## src/rtl/mem_access_ctrl.sv

```systemverilog
// rtl/mem_access_ctrl.sv - single-outstanding requester-to-byte-memory access controller
// Range-checks each request, sequences memory strobes and holds one response until accepted.
module mem_access_ctrl #(
   parameter int MEM_DEPTH = 256,
   parameter int ERR_CNT_W = 8
) (
   input  logic                 clk,
   input  logic                 rst,
   input  logic                 req_valid,
   input  logic                 req_we,
   input  logic [15:0]          req_addr,
   input  logic [15:0]          req_wdata,
   output logic                 req_ready,
   output logic                 rsp_valid,
   input  logic                 rsp_ready,
   output logic [15:0]          rsp_data,
   output logic                 rsp_err,
   output logic [ERR_CNT_W-1:0] err_count,
   output logic                 mem_read,
   output logic                 mem_write,
   output logic [15:0]          mem_address,
   output logic [15:0]          mem_din,
   input  logic [15:0]          mem_dout
);

   typedef enum logic [2:0] {
      ST_IDLE,
      ST_RD_ISSUE,
      ST_RD_CAPT,
      ST_WR_ISSUE,
      ST_RESP
   } state_t;

   // One extra bit so a depth of 65536 still compares correctly.
   localparam logic [16:0] LP_DEPTH = 17'(MEM_DEPTH);

   state_t r_state;
   logic   w_in_range;

   assign w_in_range = ({1'b0, req_addr} < LP_DEPTH);

   always_ff @(posedge clk) begin
      if (rst) begin
         r_state     <= ST_IDLE;
         req_ready   <= 1'b1;
         rsp_valid   <= 1'b0;
         rsp_err     <= 1'b0;
         rsp_data    <= 16'h0000;
         mem_read    <= 1'b0;
         mem_write   <= 1'b0;
         mem_address <= 16'h0000;
         mem_din     <= 16'h0000;
         err_count   <= '0;
      end else begin
         // Strobes are single-cycle pulses; only the issuing transition raises one.
         mem_read  <= 1'b0;
         mem_write <= 1'b0;
         case (r_state)
            ST_IDLE: begin
               if (req_valid) begin
                  req_ready <= 1'b0;
                  if (!w_in_range) begin
                     r_state   <= ST_RESP;
                     rsp_valid <= 1'b1;
                     rsp_err   <= 1'b1;
                     rsp_data  <= 16'hFFFF;
                     if (err_count != '1) begin
                        err_count <= err_count + 1'b1;
                     end
                  end else if (req_we) begin
                     r_state     <= ST_WR_ISSUE;
                     mem_write   <= 1'b1;
                     mem_address <= req_addr;
                     mem_din     <= req_wdata;
                  end else begin
                     r_state     <= ST_RD_ISSUE;
                     mem_read    <= 1'b1;
                     mem_address <= req_addr;
                  end
               end
            end
            ST_RD_ISSUE: begin
               r_state <= ST_RD_CAPT;
            end
            ST_RD_CAPT: begin
               r_state   <= ST_RESP;
               rsp_valid <= 1'b1;
               rsp_err   <= 1'b0;
               rsp_data  <= mem_dout;
            end
            ST_WR_ISSUE: begin
               r_state   <= ST_RESP;
               rsp_valid <= 1'b1;
               rsp_err   <= 1'b0;
               rsp_data  <= 16'h0000;
            end
            ST_RESP: begin
               if (rsp_ready) begin
                  r_state   <= ST_IDLE;
                  rsp_valid <= 1'b0;
                  req_ready <= 1'b1;
               end
            end
            default: begin
               r_state   <= ST_IDLE;
               rsp_valid <= 1'b0;
               req_ready <= 1'b1;
            end
         endcase
      end
   end

endmodule

```

## config.mk

```make
export PLATFORM = sky130hd
export DESIGN_NAME = mem_access_ctrl
export DESIGN_NICKNAME = d
export VERILOG_FILES = /design/src/rtl/mem_access_ctrl.sv
export SDC_FILE = /design/constraint.sdc
export NUM_CORES = 1
export LEC_CHECK = 0
export BUFFER_PORTS_ARGS = -buffer_cell sky130_fd_sc_hd__buf_4
export CORE_MARGIN = 5
export CORE_UTILIZATION = 35
export DETAILED_ROUTE_END_ITERATION = 8
export HOLD_SLACK_MARGIN = 0.05
export PLACE_DENSITY = 0.65
export SLEW_MARGIN = 5
export SYNTH_ARGS = -nofsm -noshare
export SYNTH_HDL_FRONTEND = slang
export SYNTH_SLANG_ARGS = --single-unit
```

## constraint.sdc

```tcl
create_clock -name clk -period 1.75 [get_ports clk]
set_input_delay 0.175 -clock clk [delete_from_list [all_inputs] [get_ports clk]]
set_output_delay 0.175 -clock clk [all_outputs]
set_load 0.1 [all_outputs]
```

# == After elaboration in Yosys (flattened, before gate mapping) ==
# Index checks and enable logic that the tools add are counted.
# totals
ff_bits,64
latch_bits,0
ramBits,0
rom_bits,0
input_bits,53
output_inout_bits,61
wordCells,57
memories,0
# classes
addsub,1
mul,0
div,0
n_lt_le_gt_ge,1
n_eq_ne,8
shift,0
muxes,18
n_bitwise,5
n_reduce_logical,14
# op_table
cell,count
$pmux W16 S3,1
$mux W16,2
$lt A16 B9 Y1 const B,1
$pmux W3 S4,1
$reduce_and A3 Y1,4
$reduce_and A4 Y1,3
$mux W3,3
$add A8 B1 Y8 const B,1
$ne A8 B8 Y1 const B,1
$mux W1,7
$eq A3 B2 Y1 const B,2
$ne A2 B2 Y1 const B,3
$not A1 Y1,5
$pmux W1 S4,1
$reduce_or A4 Y1,1
$eq A3 B1 Y1 const B,1
$eq A3 B3 Y1 const B,1
$logic_not A3 Y1,1
$pmux W1 S3,1
$reduce_bool A3 Y1,1
$reduce_or A3 Y1,1
$mux W2,1
$pmux W1 S2,1
$reduce_and A2 Y1,1
2 further kinds,2

# == Longest topological paths before layout ==
# Gate-level depths: netlist of the first run.
# depth
ltp_word,4
depth_mapped,7
depth_no_buf,5

# == Least setup slack after synthesis of the first run ==
# No wires, ideal clock.
# synth_timing
path_kind,reg-to-reg
from,register err_count[3]
to,register err_count[7]
setup_time_ps,70
arrival_time_ps,2109
slack_ps,-429
stages_incl_launch_ff,5
path_buffers,0
period_less_slack_ps,2179
path_cell_list,dfxtp_1 nand3_1 or3_1 or3_1 a21oi_1
# synth_via
elab_chain_cells,2
# synth_lines
item,line,source
"start, declared",18,"output logic [ERR_CNT_W-1:0] err_count,"
"start signal, assigned",68,err_count <= err_count + 1'b1;
"parallel branches: the longest is 2 deep, another holds $add A8 B1 Y8",-,
# Parallel ways; which one is timed is not known.
# A chain may end at the register's enable or synchronous reset.

# == Final worst setup path of the first run ==
# layout_timing
from,register r_state[0]
to,register mem_din[0]
# layout_via
elab_chain_cells,2
# layout_lines
item,line,source
"start, declared",37,state_t r_state;
"start signal, assigned",44,r_state <= ST_IDLE;
"start signal, assigned",63,r_state <= ST_RESP;
"start signal, assigned",71,r_state <= ST_WR_ISSUE;
$logic_not A3 Y1,58,case (r_state)
$reduce_and A4 Y1 (no source line),-,
"end signal, assigned",74,mem_din <= req_wdata;
"end, declared",22,"output logic [15:0] mem_din,"
# No other way between the ends.

==> results of run 1 <==
[cells by family after synthesis]
kind of cell / after synthesis / share of synthesized area (%)
AND/OR/NAND/NOR: 117 / 25.0
flip-flops: 64 / 51.4
AO/OA/AOI/OAI: 48 / 12.8
buffers and inverters: 20 / 3.92
multiplexers: 16 / 6.43
adder cells (fa/ha/maj): 1 / 0.502
[cells in the final DEF, fill, tap and decap left out, types with 3 or more instances in the layout]
cell type	synthesis	final
nand2b_1	16	16
and2_1	8	8
or3_1	6	5
bufinv_16	0	3
o21ai_0	4	4
nand3_1	4	4
buf_4	1	125
inv_1	3	3
dfxtp_2	0	9
o31ai_1	3	3
a211oi_1	18	18
a21oi_1	15	14
mux2i_1	16	16
nor3_1	20	20
dfxtp_1	64	54
clkbuf_8	0	9
nand2_1	22	22
nor2_1	24	24
[registers in the layout (all words and copies together) (netlist names)]
register / flops
mem_read: 1
req_ready: 1
mem_din: 16
mem_write: 1
r_state: 3
rsp_data: 16
rsp_valid: 1
err_count: 8
mem_address: 16
rsp_err: 1
[routing by layer]
metal | routed length, um | up-vias | global-route usage (%)
li1 | - | 1185 | -
met1 | 2870 | 1050 | 18.3
met2 | 3170 | 91 | 22.6
met3 | 621 | 7 | 5.42
met4 | 85 | 0 | 6.86
met5 | 0 | - | 0
[power breakdown]
part,total [mW],switching [mW],internal (mW)
Sequential,1.53,0.0265,1.50
Clock,1.49,0.544,0.942
Combinational,0.632,0.432,0.200
[worst reg2reg max path: stages (launching register included)]
cell	delay, ns
dfxtp_4	0.36
or3_4	0.39
nor4_4	0.29
buf_6	0.17
clkbuf_16	0.16
mux2i_1	0.18
nor2_1	0.06
[cell type report]
type | count | area, um^2 | area share [%]
Inverter | 3 | 11.3 | 0.292
Multi-Input combinational cell | 182 | 1140 | 29.6
Sequential cell | 64 | 1300 | 33.6
Timing Repair Buffer | 131 | 1050 | 27.2
Tap cell | 96 | 120 | 3.12
Clock inverter | 6 | 108 | 2.79
Clock buffer | 10 | 128 | 3.31
[what timing repair did]
item                                    4_1_cts  5_1_grt
resized for setup                             1        6
cloned                                        0        2
endpoints found under the setup margin        1       31
buffers inserted                              1        1
endpoints found under the hold margin         1        0
pin swaps                                     1        2
hold buffers                                  1        0
[worst paths after layout]
kind	start	end	slack (ns)
worst max-delay path	r_state[0]	mem_din[0]	0.02
worst min-delay path	req_wdata[11]	mem_din[11]	0.08
worst max register to register	r_state[0]	mem_din[0]	0.02
worst min register to register	mem_address[5]	mem_address[5]	0.46
[per-stage QoR]
stage	total power [mW]	TNS, ns
CTS	3.69	0
global placement	2.18	-0.848
finish	3.64	0
floorplan	1.98	-0.0447
global route	3.82	-0.354
detailed placement	2.19	-0.985
==> out/results.txt, run 1 <==
status = completed
Initial Utilization = 36.3%
Die ar. = 8900 um^2
Post-synth EDFFs = 0
fin crit period = 1.73 ns
Fillers = 651
Synth warnings = 0
Port-buffer cells = 113
Mapped Nets = 320
Slew headroom = 73.0%
number of global-route vias before repair = 2220
TritonCTS clock tree = yes
Hold WS = 0.0824 ns
Setup CP Type = reg2reg
Worst EP arrival = 1.93 ns
main area contributors after synthesis = dfxtp_1 (51%), mux2i_1 (6.4%), a211oi_1 (5.4%)
Clock Pin Slew Worst Setup and Hold Paths = 0.07 ns
Worst-Margin Slew = 0.404 ns
worst stage delay on the critical path = 0.38 ns
pin count of the biggest net entering global routing = 36
Final Util = 56.1%
Routed Antenna Nets = 0
Max Slew Vio Count = 0
Hold Path Depth = 3
# H-tree levels = 3
Post-Syn Area = 2490 um^2
CTS sink cnt = 64
cell taking the most area after synthesis = dfxtp_1
Placer Congestion = 0.736
Synth Instances = 266
Async SR Flop Fraction = 0%
die height = 94.4 um
Commonest cells post-synth = dfxtp_1 (64), nor2_1 (24), nand2_1 (22)
most frequent cell after synthesis = dfxtp_1
Leak Pwr = 1.64 nW
CP Cell Sequence = or3_4 > nor4_4 > buf_6 > clkbuf_16 > mux2i_1 > nor2_1
maximum VDD drop = 0.383 mV
Synth top area share = 51.4%
Top FF cell, synth = dfxtp_1
dpl cells = 471
Finished Layout Cells = 492
global-route wire length before repair = 10300 um
CP Buf/Inv Count = 2
vias per std cell = 4.74
crit-path leading delay family = simple AND/OR/NAND/NOR gates
initial antenna violation count = 0
Worst path slowest cell = or3_4
WP data required = 1.95 ns
Clock Path Buffers = 2
n_diodes = 0
Seq cells post-synth = 64
Die Wd = 94.4 um
pwr dens = 946 nW/um^2
ratio of cells with drive above 1 in the final layout = 41.4%
DR DRC count = 0
DP HPWL = 4780 um
vias = 2333
unrepaired setup endpoints after global routing = true
Max-Cap Viols = 0
Setup crit end kind = flip-flop
Setup Slack @ Placement = -0.0740 ns
Worst Skew = 0.00482 ns
final-report hold violation count = 0
library cells used by synthesis = 39
I/O Pins = 114
Final period util = 98.9%
wire length per cell = 13.7 um
CP Depth = 6
R2R depth = 6
TritonRoute pass-1 iters = 5
clk_lat worst skew = 0.33 ns
NumNets Final = 445
dpl cell area = 3520 um^2
growth of design area from synthesis to finish = 54.7%
row count = 30
largest fanout on the critical path = 8
CTS Root Cell = clkbuf_8
final std cell area, no fill = 3850 um^2
Mean Syn Cell Area = 9.37 um^2
final WL = 6750 um
Worst Hold Class = in2reg
setup ws final = 0.0199 ns
total CTS buffers = 9
first-iteration detailed-routing DRC count = 131
Critical Path Start Type = flip-flop
core region area = 6870 um^2
Final Setup Violations = 0
register area share after synthesis = 51.4%
f_max = 578 MHz
gr ovfl total = 0
gr usage total = 14.7%
(Power assumes the default switching activity.)
==> run 2: changes to the inputs <==
- CELL_PAD_IN_SITES_DETAIL_PLACEMENT: unset -> 1
- CELL_PAD_IN_SITES_GLOBAL_PLACEMENT: unset -> 1
- CORE_UTILIZATION: 35 -> 30
- PLACE_DENSITY: 0.65 -> unset
- PLACE_DENSITY_LB_ADDON: unset -> 0.1
==> out/results.txt, run 2 (synthesized netlist as in run 1, its figures left out) <==
first-iteration detailed-routing DRC count = 36 (-73%)
Worst EP arrival = 1.96 ns (+0.03 ns)
growth of design area from synthesis to finish = 55.1%
Die Wd = 101 um (+7.2%)
largest fanout on the critical path = 8 (unchanged)
Slew headroom = 67.6% (-5.3 points)
dpl cells = 481 (+2.1%)
Worst-Margin Slew = 0.484 ns (+0.0799 ns)
final WL = 7570 um (+12%)
die height = 101 um (+7.2%)
pin count of the biggest net entering global routing = 35 (-2.8%)
Worst Skew = 0.00526 ns (+0.000437 ns)
vias = 2395 (+2.7%)
Hold Path Depth = 3 (unchanged)
Clock Path Buffers = 2 (unchanged)
global-route wire length before repair = 11900 um (+15%)
unrepaired setup endpoints after global routing = true
number of global-route vias before repair = 2446 (+10%)
# H-tree levels = 3 (unchanged)
Initial Utilization = 30.6% (-5.6 points)
Design Power = 3.59 mW (-1.5%)
maximum VDD drop = 0.385 mV (+0.59%)
TritonCTS clock tree = yes
Finished Layout Cells = 500 (+1.6%)
Leak Pwr = 1.65 nW (+0.36%)
row count = 33 (+10%)
vias per std cell = 4.79 (+1.0%)
wire length per cell = 15.1 um (+10%)
multi-input combinational cell area = 1150 um^2 (+0.99%)
Hold WS = 0.0706 ns (-0.0118 ns)
core region area = 8130 um^2 (+18%)
crit-path leading delay family = simple AND/OR/NAND/NOR gates
final std cell area, no fill = 3860 um^2 (+0.29%)
total CTS buffers = 9 (unchanged)
R2R Setup Slk = 0.02 ns (about the same)
Final Setup Violations = 0 (unchanged)
Critical Path Start Type = flip-flop
CTS Root Cell = clkbuf_8
Final Util = 47.5% (-8.6 points)
Max Slew Vio Count = 0 (unchanged)
Max-Cap Viols = 0 (unchanged)
WP data required = 1.98 ns (+0.03 ns)
n_diodes = 0 (unchanged)
CTS sink cnt = 64 (unchanged)
Worst path slowest cell = or3_4
status = completed
final-report hold violation count = 0 (unchanged)
Setup Slack @ Placement = -0.0681 ns (+0.00586 ns)
reg-to-reg startpoint = r_state[0]
Min-Delay Endpoint = mem_din[9]
Routed Antenna Nets = 0 (unchanged)
gr usage total = 14.6% (-0.14 points)
R2R depth = 6 (unchanged)
Port-buffer cells = 113 (unchanged)
Worst Hold Launch = req_wdata[9]
most frequent cells in the layout = buf_4 (124), dfxtp_1 (54), nor2_1 (24), nand2_1 (22), nor3_1 (20)
gr ovfl total = 0 (unchanged)
Worst Hold Class = in2reg
clk_lat worst skew = 0.34 ns (about the same)
Die ar. = 10200 um^2 (+15%)
Setup CP Type = reg2reg
initial antenna violation count = 0 (unchanged)
register area = 1300 um^2 (unchanged)
setup TNS = 0 ns (unchanged)
reg2reg end = mem_din[3]
biggest regs = mem_address (16), mem_din (16), rsp_data (16)
CP Cell Sequence = or3_4 > nor4_4 > buf_6 > clkbuf_16 > mux2i_1 > nor2_1
dpl cell area = 3540 um^2 (+0.53%)
ratio of cells with drive above 1 in the final layout = 41.5% (+0.10 points)
Fillers = 981 (+51%)
Clock Pin Slew Worst Setup and Hold Paths = 0.07 ns (about the same)
Final period util = 98.8% (about the same)
setup ws final = 0.0203 ns (+0.000350 ns)
DR DRC count = 0 (unchanged)
CP Buf/Inv Count = 2 (unchanged)
pwr dens = 928 nW/um^2 (-1.8%)
DP HPWL = 5420 um (+13%)
Placer Congestion = 0.749 (+1.8%)
most common cell after layout, fill and taps aside = buf_4
TritonRoute pass-1 iters = 4 (-1)
NumNets Final = 445 (unchanged)
f_max = 578 MHz (about the same)
I/O Pins = 114 (unchanged)
Setup crit end kind = flip-flop
fin crit period = 1.73 ns (-0.000350 ns)
worst stage delay on the critical path = 0.41 ns (+0.03 ns)
## run 2: worst max path at each step
stage               cells after the start      endpoint    startpoint
floorplan                               4  err_count[7]  err_count[3]
global placement                        6   mem_din[11]  req_addr[11]
detailed placement                      6   mem_din[10]  req_addr[11]
CTS                                     5  err_count[5]    r_state[2]
global route                            6    mem_din[3]    r_state[0]
finish                                  6    mem_din[3]    r_state[0]
## run 2: worst register-to-register path, delay by kind of cell, from the launching register on
family | cells | cell delay, ns
buf+inv | 2 | 0.33
flops | 1 | 0.34
mux | 1 | 0.19
simple gates | 3 | 0.77
## run 2: where the power goes
part / total [mW] / switching (mW) / internal [mW]
Combinational: 0.640 / 0.439 / 0.202
Sequential: 1.53 / 0.0257 / 1.50
Clock: 1.42 / 0.550 / 0.871
## run 2: routing by layer
metal | up-vias | part of all wire (%) | wire [um] | GRT usage, %
met5 | - | 0 | 0 | 0
met1 | 1141 | 43 | 3220 | 17.2
met2 | 61 | 50 | 3790 | 24.8
met4 | 0 | 1.0 | 78 | 3.89
met3 | 8 | 6.2 | 469 | 5.54
li1 | 1185 | - | - | -
## run 2: repair_timing
| item | in CTS | in global routing |
|---|---|---|
| hold buffers | 1 | 0 |
| cloned | 0 | 2 |
| setup endpoints to repair | 2 | 20 |
| hold endpoints to repair | 1 | 0 |
| buffers inserted | 0 | 1 |
| pin swaps | 0 | 5 |
| resized for setup | 1 | 9 |
## run 2: layout make-up
| class | instances | area share [%] |
|---|---|---|
| Inverter | 3 | 0.291 |
| Timing Repair Buffer | 131 | 27.3 |
| Sequential cell | 64 | 33.5 |
| Clock inverter | 3 | 1.68 |
| Multi-Input combinational cell | 182 | 29.8 |
| Clock buffer | 12 | 4.01 |
| Tap cell | 105 | 3.40 |
